### src/rtl/ram_port0_arbiter.sv
// Round-robin arbiter sharing SRAM port 0 between NREQ requesters, with in-order read return.
// Define RAM_ARB_FIXED_PRIO_EN to select fixed priority (lowest index wins) instead of round-robin.

`ifndef ADDR_WIDTH
`define ADDR_WIDTH 8
`endif
`ifndef DATA_WIDTH
`define DATA_WIDTH 32
`endif

// Per-requester command gating: a lane's fields pass only while it holds the grant.
module ram_port0_arbiter_lane #(
  parameter int AW = 8,
  parameter int DW = 32,
  parameter int MW = 8
) (
  input  logic          gnt,
  input  logic          we,
  input  logic [MW-1:0] wmask,
  input  logic [AW-1:0] addr,
  input  logic [DW-1:0] wdata,
  output logic          we_g,
  output logic [MW-1:0] wmask_g,
  output logic [AW-1:0] addr_g,
  output logic [DW-1:0] wdata_g
);
  assign we_g    = gnt & we;
  assign wmask_g = {MW{gnt}} & wmask;
  assign addr_g  = {AW{gnt}} & addr;
  assign wdata_g = {DW{gnt}} & wdata;
endmodule

module ram_port0_arbiter #(
  parameter int NREQ = 4,
  parameter int AW   = `ADDR_WIDTH,
  parameter int DW   = `DATA_WIDTH,
  parameter int MW   = `DATA_WIDTH/4
) (
  input  logic               clk0,
  input  logic               rst0,
  input  logic [NREQ-1:0]    req_valid,
  output logic [NREQ-1:0]    req_ready,
  input  logic [NREQ-1:0]    req_we,
  input  logic [NREQ*MW-1:0] req_wmask,
  input  logic [NREQ*AW-1:0] req_addr,
  input  logic [NREQ*DW-1:0] req_wdata,
  output logic [NREQ-1:0]    rsp_valid,
  output logic [DW-1:0]      rsp_rdata,
  output logic               cs0,
  output logic               we0,
  output logic [MW-1:0]      wmask0,
  output logic [AW-1:0]      addr0,
  output logic [DW-1:0]      din0,
  input  logic [DW-1:0]      dout0
);
  localparam int PW     = (NREQ > 1) ? $clog2(NREQ) : 1;
  localparam int STAGES = 2;

  logic                     found;
  logic [PW-1:0]            win;
  logic [PW-1:0]            idx;
  logic [NREQ-1:0]          gnt;
  logic                     hs;
  logic                     rd_hs;

  logic [NREQ-1:0]          we_g;
  logic [NREQ-1:0][MW-1:0]  wmask_g;
  logic [NREQ-1:0][AW-1:0]  addr_g;
  logic [NREQ-1:0][DW-1:0]  wdata_g;

  logic                     sel_we;
  logic [MW-1:0]            sel_wmask;
  logic [AW-1:0]            sel_addr;
  logic [DW-1:0]            sel_wdata;

  logic [STAGES:1]            vld_pipe;
  logic [STAGES:1][NREQ-1:0]  id_pipe;

`ifndef RAM_ARB_FIXED_PRIO_EN
  logic [PW-1:0] ptr;

  // Search starts at ptr and wraps, so the last winner becomes lowest priority.
  always_comb begin
    found = 1'b0;
    win   = '0;
    idx   = '0;
    for (int k = 0; k < NREQ; k++) begin
      idx = PW'((int'(ptr) + k) % NREQ);
      if (!found && req_valid[idx]) begin
        found = 1'b1;
        win   = idx;
      end
    end
  end

  always_ff @(posedge clk0) begin
    if (rst0)
      ptr <= '0;
    else if (hs)
      ptr <= (int'(win) == NREQ-1) ? '0 : win + 1'b1;
  end
`else
  always_comb begin
    found = 1'b0;
    win   = '0;
    idx   = '0;
    for (int k = 0; k < NREQ; k++) begin
      idx = PW'(k);
      if (!found && req_valid[idx]) begin
        found = 1'b1;
        win   = idx;
      end
    end
  end
`endif

  // Nothing is granted while reset is held, even with valid requests pending.
  always_comb begin
    gnt = '0;
    if (found && !rst0)
      gnt[win] = 1'b1;
  end

  assign hs        = found & ~rst0;
  assign req_ready = gnt;

  for (genvar i = 0; i < NREQ; i++) begin : g_lane
    ram_port0_arbiter_lane #(.AW(AW), .DW(DW), .MW(MW)) u_lane (
      .gnt     (gnt[i]),
      .we      (req_we[i]),
      .wmask   (req_wmask[i*MW +: MW]),
      .addr    (req_addr[i*AW +: AW]),
      .wdata   (req_wdata[i*DW +: DW]),
      .we_g    (we_g[i]),
      .wmask_g (wmask_g[i]),
      .addr_g  (addr_g[i]),
      .wdata_g (wdata_g[i])
    );
  end

  // Grant is one-hot, so an OR across lanes acts as the winner mux.
  always_comb begin
    sel_we    = 1'b0;
    sel_wmask = '0;
    sel_addr  = '0;
    sel_wdata = '0;
    for (int i = 0; i < NREQ; i++) begin
      sel_we    = sel_we    | we_g[i];
      sel_wmask = sel_wmask | wmask_g[i];
      sel_addr  = sel_addr  | addr_g[i];
      sel_wdata = sel_wdata | wdata_g[i];
    end
  end

  assign rd_hs = hs & ~sel_we;

  always_ff @(posedge clk0) begin
    if (rst0) begin
      cs0    <= 1'b0;
      we0    <= 1'b0;
      wmask0 <= '0;
      addr0  <= '0;
      din0   <= '0;
    end else if (hs) begin
      cs0    <= 1'b1;
      we0    <= sel_we;
      wmask0 <= sel_wmask;
      addr0  <= sel_addr;
      din0   <= sel_wdata;
    end else begin
      cs0 <= 1'b0;
      we0 <= 1'b0;
    end
  end

  // Stage 1 tracks the issued command, stage 2 lines up with dout0.
  always_ff @(posedge clk0) begin
    if (rst0) begin
      vld_pipe <= '0;
      id_pipe  <= '0;
    end else begin
      vld_pipe[1] <= rd_hs;
      id_pipe[1]  <= rd_hs ? gnt : '0;
      for (int s = 2; s <= STAGES; s++) begin
        vld_pipe[s] <= vld_pipe[s-1];
        id_pipe[s]  <= id_pipe[s-1];
      end
    end
  end

  always_ff @(posedge clk0) begin
    if (rst0) begin
      rsp_valid <= '0;
      rsp_rdata <= '0;
    end else if (vld_pipe[STAGES]) begin
      rsp_valid <= id_pipe[STAGES];
      rsp_rdata <= dout0;
    end else begin
      rsp_valid <= '0;
    end
  end
endmodule

### config.mk
export PLATFORM = sky130hd
export DESIGN_NAME = ram_port0_arbiter
export DESIGN_NICKNAME = d
export VERILOG_FILES = /design/src/rtl/ram_port0_arbiter.sv
export SDC_FILE = /design/constraint.sdc
export NUM_CORES = 1
export LEC_CHECK = 0
export CAP_MARGIN = 10
export CORE_AREA = 3 3 126 128
export CTS_CLUSTER_DIAMETER = 30
export DETAILED_ROUTE_END_ITERATION = 8
export DIE_AREA = 0 0 129 131
export HOLD_SLACK_MARGIN = 0.03
export PLACE_DENSITY = 0.76
export SETUP_SLACK_MARGIN = 0.15
export SLEW_MARGIN = 5
export SYNTH_ARGS = -nofsm -noshare
export SYNTH_HDL_FRONTEND = slang
export SYNTH_SLANG_ARGS = --single-unit
### constraint.sdc
create_clock -name clk0 -period 2.6 [get_ports clk0]
set_input_delay 0.65 -clock clk0 [delete_from_list [all_inputs] [get_ports clk0]]
set_output_delay 0.65 -clock clk0 [all_outputs]
set_load 0.03 [all_outputs]
# --- Word-level counts from Yosys, hierarchy flattened ---
# Index checks and enable logic that the tools add are counted.
op_classes:
  addsub: 4
  multipliers: 0
  n_div: 0
  order_cmp: 6
  eq_ne: 1
  shift: 0
  mux: 21
  n_bitwise: 35
  n_reduce_logical: 12
ops:
  columns: ["cell", "count"]
  rows:
  - ["32-bit bitwise AND", 4]
  - ["32-bit OR", 3]
  - ["8-bit bitwise AND", 8]
  - ["8-bit OR", 6]
  - ["2-bit by 3-bit < comparator with 1-bit output, second input constant", 5]
  - ["1-bit 2-to-1 mux", 10]
  - ["2-bit 2-to-1 mux", 5]
  - ["1-bit binary-select mux with 2-bit select", 4]
  - ["1-bit bitwise AND", 6]
  - ["2-bit OR reduction", 3]
  - ["1-bit logical AND", 5]
  - ["1-bit NOT", 5]
  - ["2-bit by 1-bit adder with 2-bit output, second input constant", 2]
  - ["2-bit adder, second input constant", 2]
  - ["1-bit logical NOT", 4]
  - ["4-bit 2-to-1 mux", 1]
  - ["1-bit OR", 3]
  - ["1-bit demux with 2-bit select", 1]
  - ["2-bit by 1-bit == test with 1-bit output, second input constant", 1]
  - ["2-bit by 1-bit greater-or-equal comparator with 1-bit output, second input constant", 1]
totals:
  register_bits: 98
  latch_bits: 0
  ram_bits: 0
  rom_bits: 0
  input_bits: 234
  output_inout_bits: 90
  wordCells: 90
  n_memories: 0

# --- Depth between registers and ports, before layout ---
depth:
  ltp_word: 25
  depth_mapped: 9
  mapped_depth_nobuf: 7

# --- By module ---
# Synthesis repeated with hierarchy kept, for this count alone.
unflattened:
  hier_cells: 594
  area_unflattened_um2: 5203.7
by_module_without_submodules:
  columns: ["module", "n_inst", "cells_per_inst", "area_per_inst_um2", "seq_area_each_um2"]
  rows:
  - ["ram_port0_arbiter", 1, 378, 3747.3, 1961.9]
  - ["ram_port0_arbiter_lane", 4, 54, 364.1, 0.0]

# --- Least setup slack after synthesis ---
# No wires, ideal clock.
synth_timing:
  path_kind: "input -> output"
  startpoint: "input port req_valid[2]"
  endpoint: "output port req_ready[0]"
  arrival_time_ps: 2045
  required_ps: 1950
  path_slack_ps: -95
  cell_stages: 8
  path_buffers: 3
  cell_sequence: "mux2i_1 nor2_1 or3_1 ha_1 clkbuf_1 clkbuf_1 and2_1 buf_4"
synth_between:
  elab_chain_cells: 17
  word_cells_on_any_way: 29
  classes_between: "order compare: 2; mux: 19; reduce/logical: 8"
synth_lines:
  columns: ["element", "line", "source"]
  rows:
  - ["start: declaration", "41", "input logic [NREQ-1:0] req_valid,"]
  - ["1-bit binary-select mux with 2-bit select", "89", "if (!found && req_valid[idx]) begin"]
  - ["1-bit 2-to-1 mux (not written as such)", "89", null]
  - ["1-bit 2-to-1 mux", "89", null]
  - ["1-bit logical NOT", "89", null]
  - ["1-bit logical AND", "89", null]
  - ["1-bit 2-to-1 mux", "89", null]
  - ["1-bit logical NOT", "89", null]
  - ["1-bit logical AND", "89", null]
  - ["1-bit 2-to-1 mux", "89", null]
  - ["1-bit logical NOT", "89", null]
  - ["1-bit logical AND", "89", null]
  - ["2-bit 2-to-1 mux", "89", null]
  - ["2-bit by 3-bit < comparator with 1-bit output (not written as such) or 2-bit by 1-bit greater-or-equal comparator with 1-bit output (tied branches)", "121", "gnt[win] = 1'b1;"]
  - ["1-bit logical AND (not written as such)", "121", null]
  - ["1-bit 2-to-1 mux (not written as such)", "121", null]
  - ["1-bit demux with 2-bit select", "121", null]
  - ["4-bit 2-to-1 mux *", "120", "if (found && !rst0)"]
  - ["end: declaration", "42", "output logic [NREQ-1:0] req_ready,"]
# Mark *: on every way between the ends. The rest lies on a longest branch, timed or not. The select of a mux whose other input is x is not followed.

# --- Worst setup path in the final report ---
layout_timing:
  startpoint: "input port req_valid[0]"
  endpoint: "output port req_ready[3]"
# The elaborated chain is that of the path after synthesis.

==> results.json <==
{
  "dp_cells": 935,
  "crit_type": "input port to primary output",
  "globalplace.congestion": 0.8129,
  "syn_to_final_growth_pct": 90.68,
  "finalPower_mw": 5.003,
  "cts_tree": "done",
  "vias": 4779,
  "min_period_over_period_pct": 96.40,
  "max_cap_violations": 0,
  "fillCellCount": 1359,
  "layout_commonest_cell": "clkdlybuf4s50_1",
  "ys_warn_count": 0,
  "clkLatencyLatePin_ns": 0.34,
  "synth_area_um2": 4294,
  "place_ws_ns": -0.3879,
  "cp_max_fo": 4,
  "syn_inst": 455,
  "row_count": 45,
  "slowest_delay_ns": 0.25,
  "routed_wl_mm": 16.41,
  "fin_util_pct": 54.67,
  "drive_gt1_share_pct": 9.987,
  "cp-end-kind": "primary output",
  "setup_slack_ns": 0.09357,
  "p_clk_share_pct": 27.5,
  "p_int_mw": 3.391,
  "top_level_ports": 324,
  "antenna_cells": 0,
  "grt_max_degree": 90,
  "timing.fmax_ghz": 0.3990,
  "die_area_um2": 16900,
  "cp-start-kind": "input port",
  "grt_pass1_vias": 4709,
  "slowest_stage": "a21oi_2",
  "drc": 0,
  "p_leak_nw": 3.018,
  "cts_max_path_buffers": 2,
  "wire_per_inst_um": 17.11,
  "ys_ff_latch": 98,
  "nNetsFinal": 1004,
  "swShare_pct": 32.23,
  "viasPerCell": 4.983,
  "port_buffers": 323,
  "layout_common_cells": "314 x clkdlybuf4s50_1, 96 x dfxtp_1, 81 x nor2_1",
  "required_ns": 1.95,
  "rsz0062_at_grt": "true",
  "path_clk_slew_ns": 0.07,
  "initial_core_util_pct": 28.67,
  "dpl.hpwl_mm": 12.01,
  "maxSlewHeadroom_pct": 36.11,
  "worstPathArrival_ns": 1.86,
  "syn-num-nets": 693,
  "synthDistinctLibCells": 28,
  "die_w_um": 129,
  "grt_antenna_before_repair": 0,
  "ir_worst_vdd_mv": 0.3035,
  "outcome": "finished clean",
  "synth-edff-count": 0,
  "h-tree-depth": 3,
  "drv_slew": 0,
  "combPwrFrac_pct": 37.1,
  "min_period_ns": 2.506,
  "power_frac_seq_pct": 35.3,
  "worst_pin_slew_ns": 0.9583,
  "grt_pass1_wl_mm": 24.01,
  "power.switching_mw": 1.612,
  "power_density_nw_per_um2": 611.0,
  "track_usage_pct": 18.00,
  "synthFlopType": "dfxtp_1",
  "firstDrtPassIters": 4,
  "holdCritPathClass": "flip-flop to flip-flop",
  "ant_nets": 0,
  "hold_viol": 0,
  "syn_area_per_cell_um2": 9.438,
  "fin_skew_ns": 0.006529,
  "drtIter0Drc": 146,
  "clock-sinks": 98,
  "grt_overflow": 0,
  "core-area_um2": 14980,
  "final_cells": 959,
  "ys_async_sr_fraction_pct": 0,
  "die_height_um": 131,
  "clock-root-buffer": "clkbuf_16",
  "setup_viol": 0,
  "numCtsBuffers": 9,
  "synth-seq-area-share_pct": 45.69,
  "path_cells": "buf_6 > buf_4 > a21oi_2 > o22a_1 > ha_2 > and2_4 > buf_6",
  "cts_hold_buf": 0,
  "cp_common_cell": "buf_6"
}
routing by layer:
layer	up-vias	part of all wire [%]	GRT usage [%]	wire length [um]
met5	-	0	0	0
met4	0	2.0	7.041	333
met3	21	7.4	4.797	1220
met2	216	51	32.59	8408
met1	2193	39	20.12	6446
li1	2349	-	-	-
worst max-delay path: cells and delay by family:
family,cells,cell delay [ns]
AO/OA/AOI/OAI,2,0.49
adder cells (fa/ha/maj),1,0.21
buffers and inverters,3,0.37
AND/OR/NAND/NOR,1,0.14
synth_stat cells, types with 3 or more instances:
cell type   n  area (um2)
dfxtp_1    98        1962
nor2_1     82       307.8
a221oi_1   49       429.2
a211oi_1   48       360.4
a22oi_1    48       360.4
clkbuf_1   38       142.6
mux2i_1    33       330.3
and2_1      9       56.30
buf_2       8       40.04
nor2b_1     6       37.54
a21oi_1     5       25.02
and3_1      4       25.02
buf_4       4       30.03
ha_1        4       50.05
nand2_1     3       11.26
worst paths after layout:
| path | slack, ns | to | start | cells past startpoint |
|---|---|---|---|---|
| worst max-delay path | 0.09 | req_ready[3] | req_valid[0] | 7 |
| worst min-delay path | 0.43 | rsp_valid[3] | id_pipe[7] | 1 |
| worst max register to register | 0.25 | id_pipe[0] | ptr[1] | 12 |
| worst min register to register | 0.43 | rsp_valid[3] | id_pipe[7] | 1 |
power groups by stage:
| stage | Clock [mW] | Combinational [mW] | Sequential [mW] |
|---|---|---|---|
| 5_1_grt | 1.47 | 1.97 | 1.79 |
| 3_3_place_gp | 0 | 1.77 | 1.80 |
| 4_1_cts | 1.42 | 1.84 | 1.77 |
| 6_report | 1.38 | 1.86 | 1.77 |
| 3_5_place_dp | 0 | 1.78 | 1.81 |
| 2_1_floorplan | 0 | 0.643 | 2.09 |
logic make-up (layout without fill, tap and decap cells):
| family | Yosys count | in the layout | share of synthesized area (%) |
|---|---|---|---|
| buf+inv | 55 | 371 | 5.740 |
| mux | 33 | 33 | 7.692 |
| compound gates | 155 | 155 | 28.29 |
| simple gates | 110 | 110 | 11.42 |
| fa+ha+maj | 4 | 4 | 1.166 |
| flops | 98 | 98 | 45.69 |
final cells by class:
cell class / instances / area (um2) / share of cell area, %
clock inverters: 6 / 75.07 / 0.9169
multi-input cells: 302 / 2197 / 26.83
inverters: 1 / 3.754 / 0.04584
clock buffers: 10 / 229.0 / 2.796
well taps: 188 / 235.2 / 2.873
repair buffers: 354 / 3481 / 42.51
flip-flops and latches: 98 / 1967 / 24.02
metrics by stage:
stage,area [um2],TNS [ns],hold WS (ns)
3_3_place_gp,7722,-11.76,0.4095
2_1_floorplan,4372,0,0.4057
3_5_place_dp,7722,-15.07,0.4122
6_report,8188,0,0.4266
5_1_grt,8188,0,0.4350
4_1_cts,8149,0,0.4290
what timing repair did:
item,CTS,global route
setup buffers,7,1
pin swaps,7,5
endpoints found under the hold margin,0,0
resized for setup,32,8
endpoints found under the setup margin,48,9
flip-flops by register name, summed over array words and instances, names as in the netlist:
signal,flops
we0,1
rsp_rdata,32
addr0,8
id_pipe,8
cs0,1
din0,32
vld_pipe,2
wmask0,8
ptr,2
rsp_valid,4
Note: power is estimated with default switching activity, not from simulation.
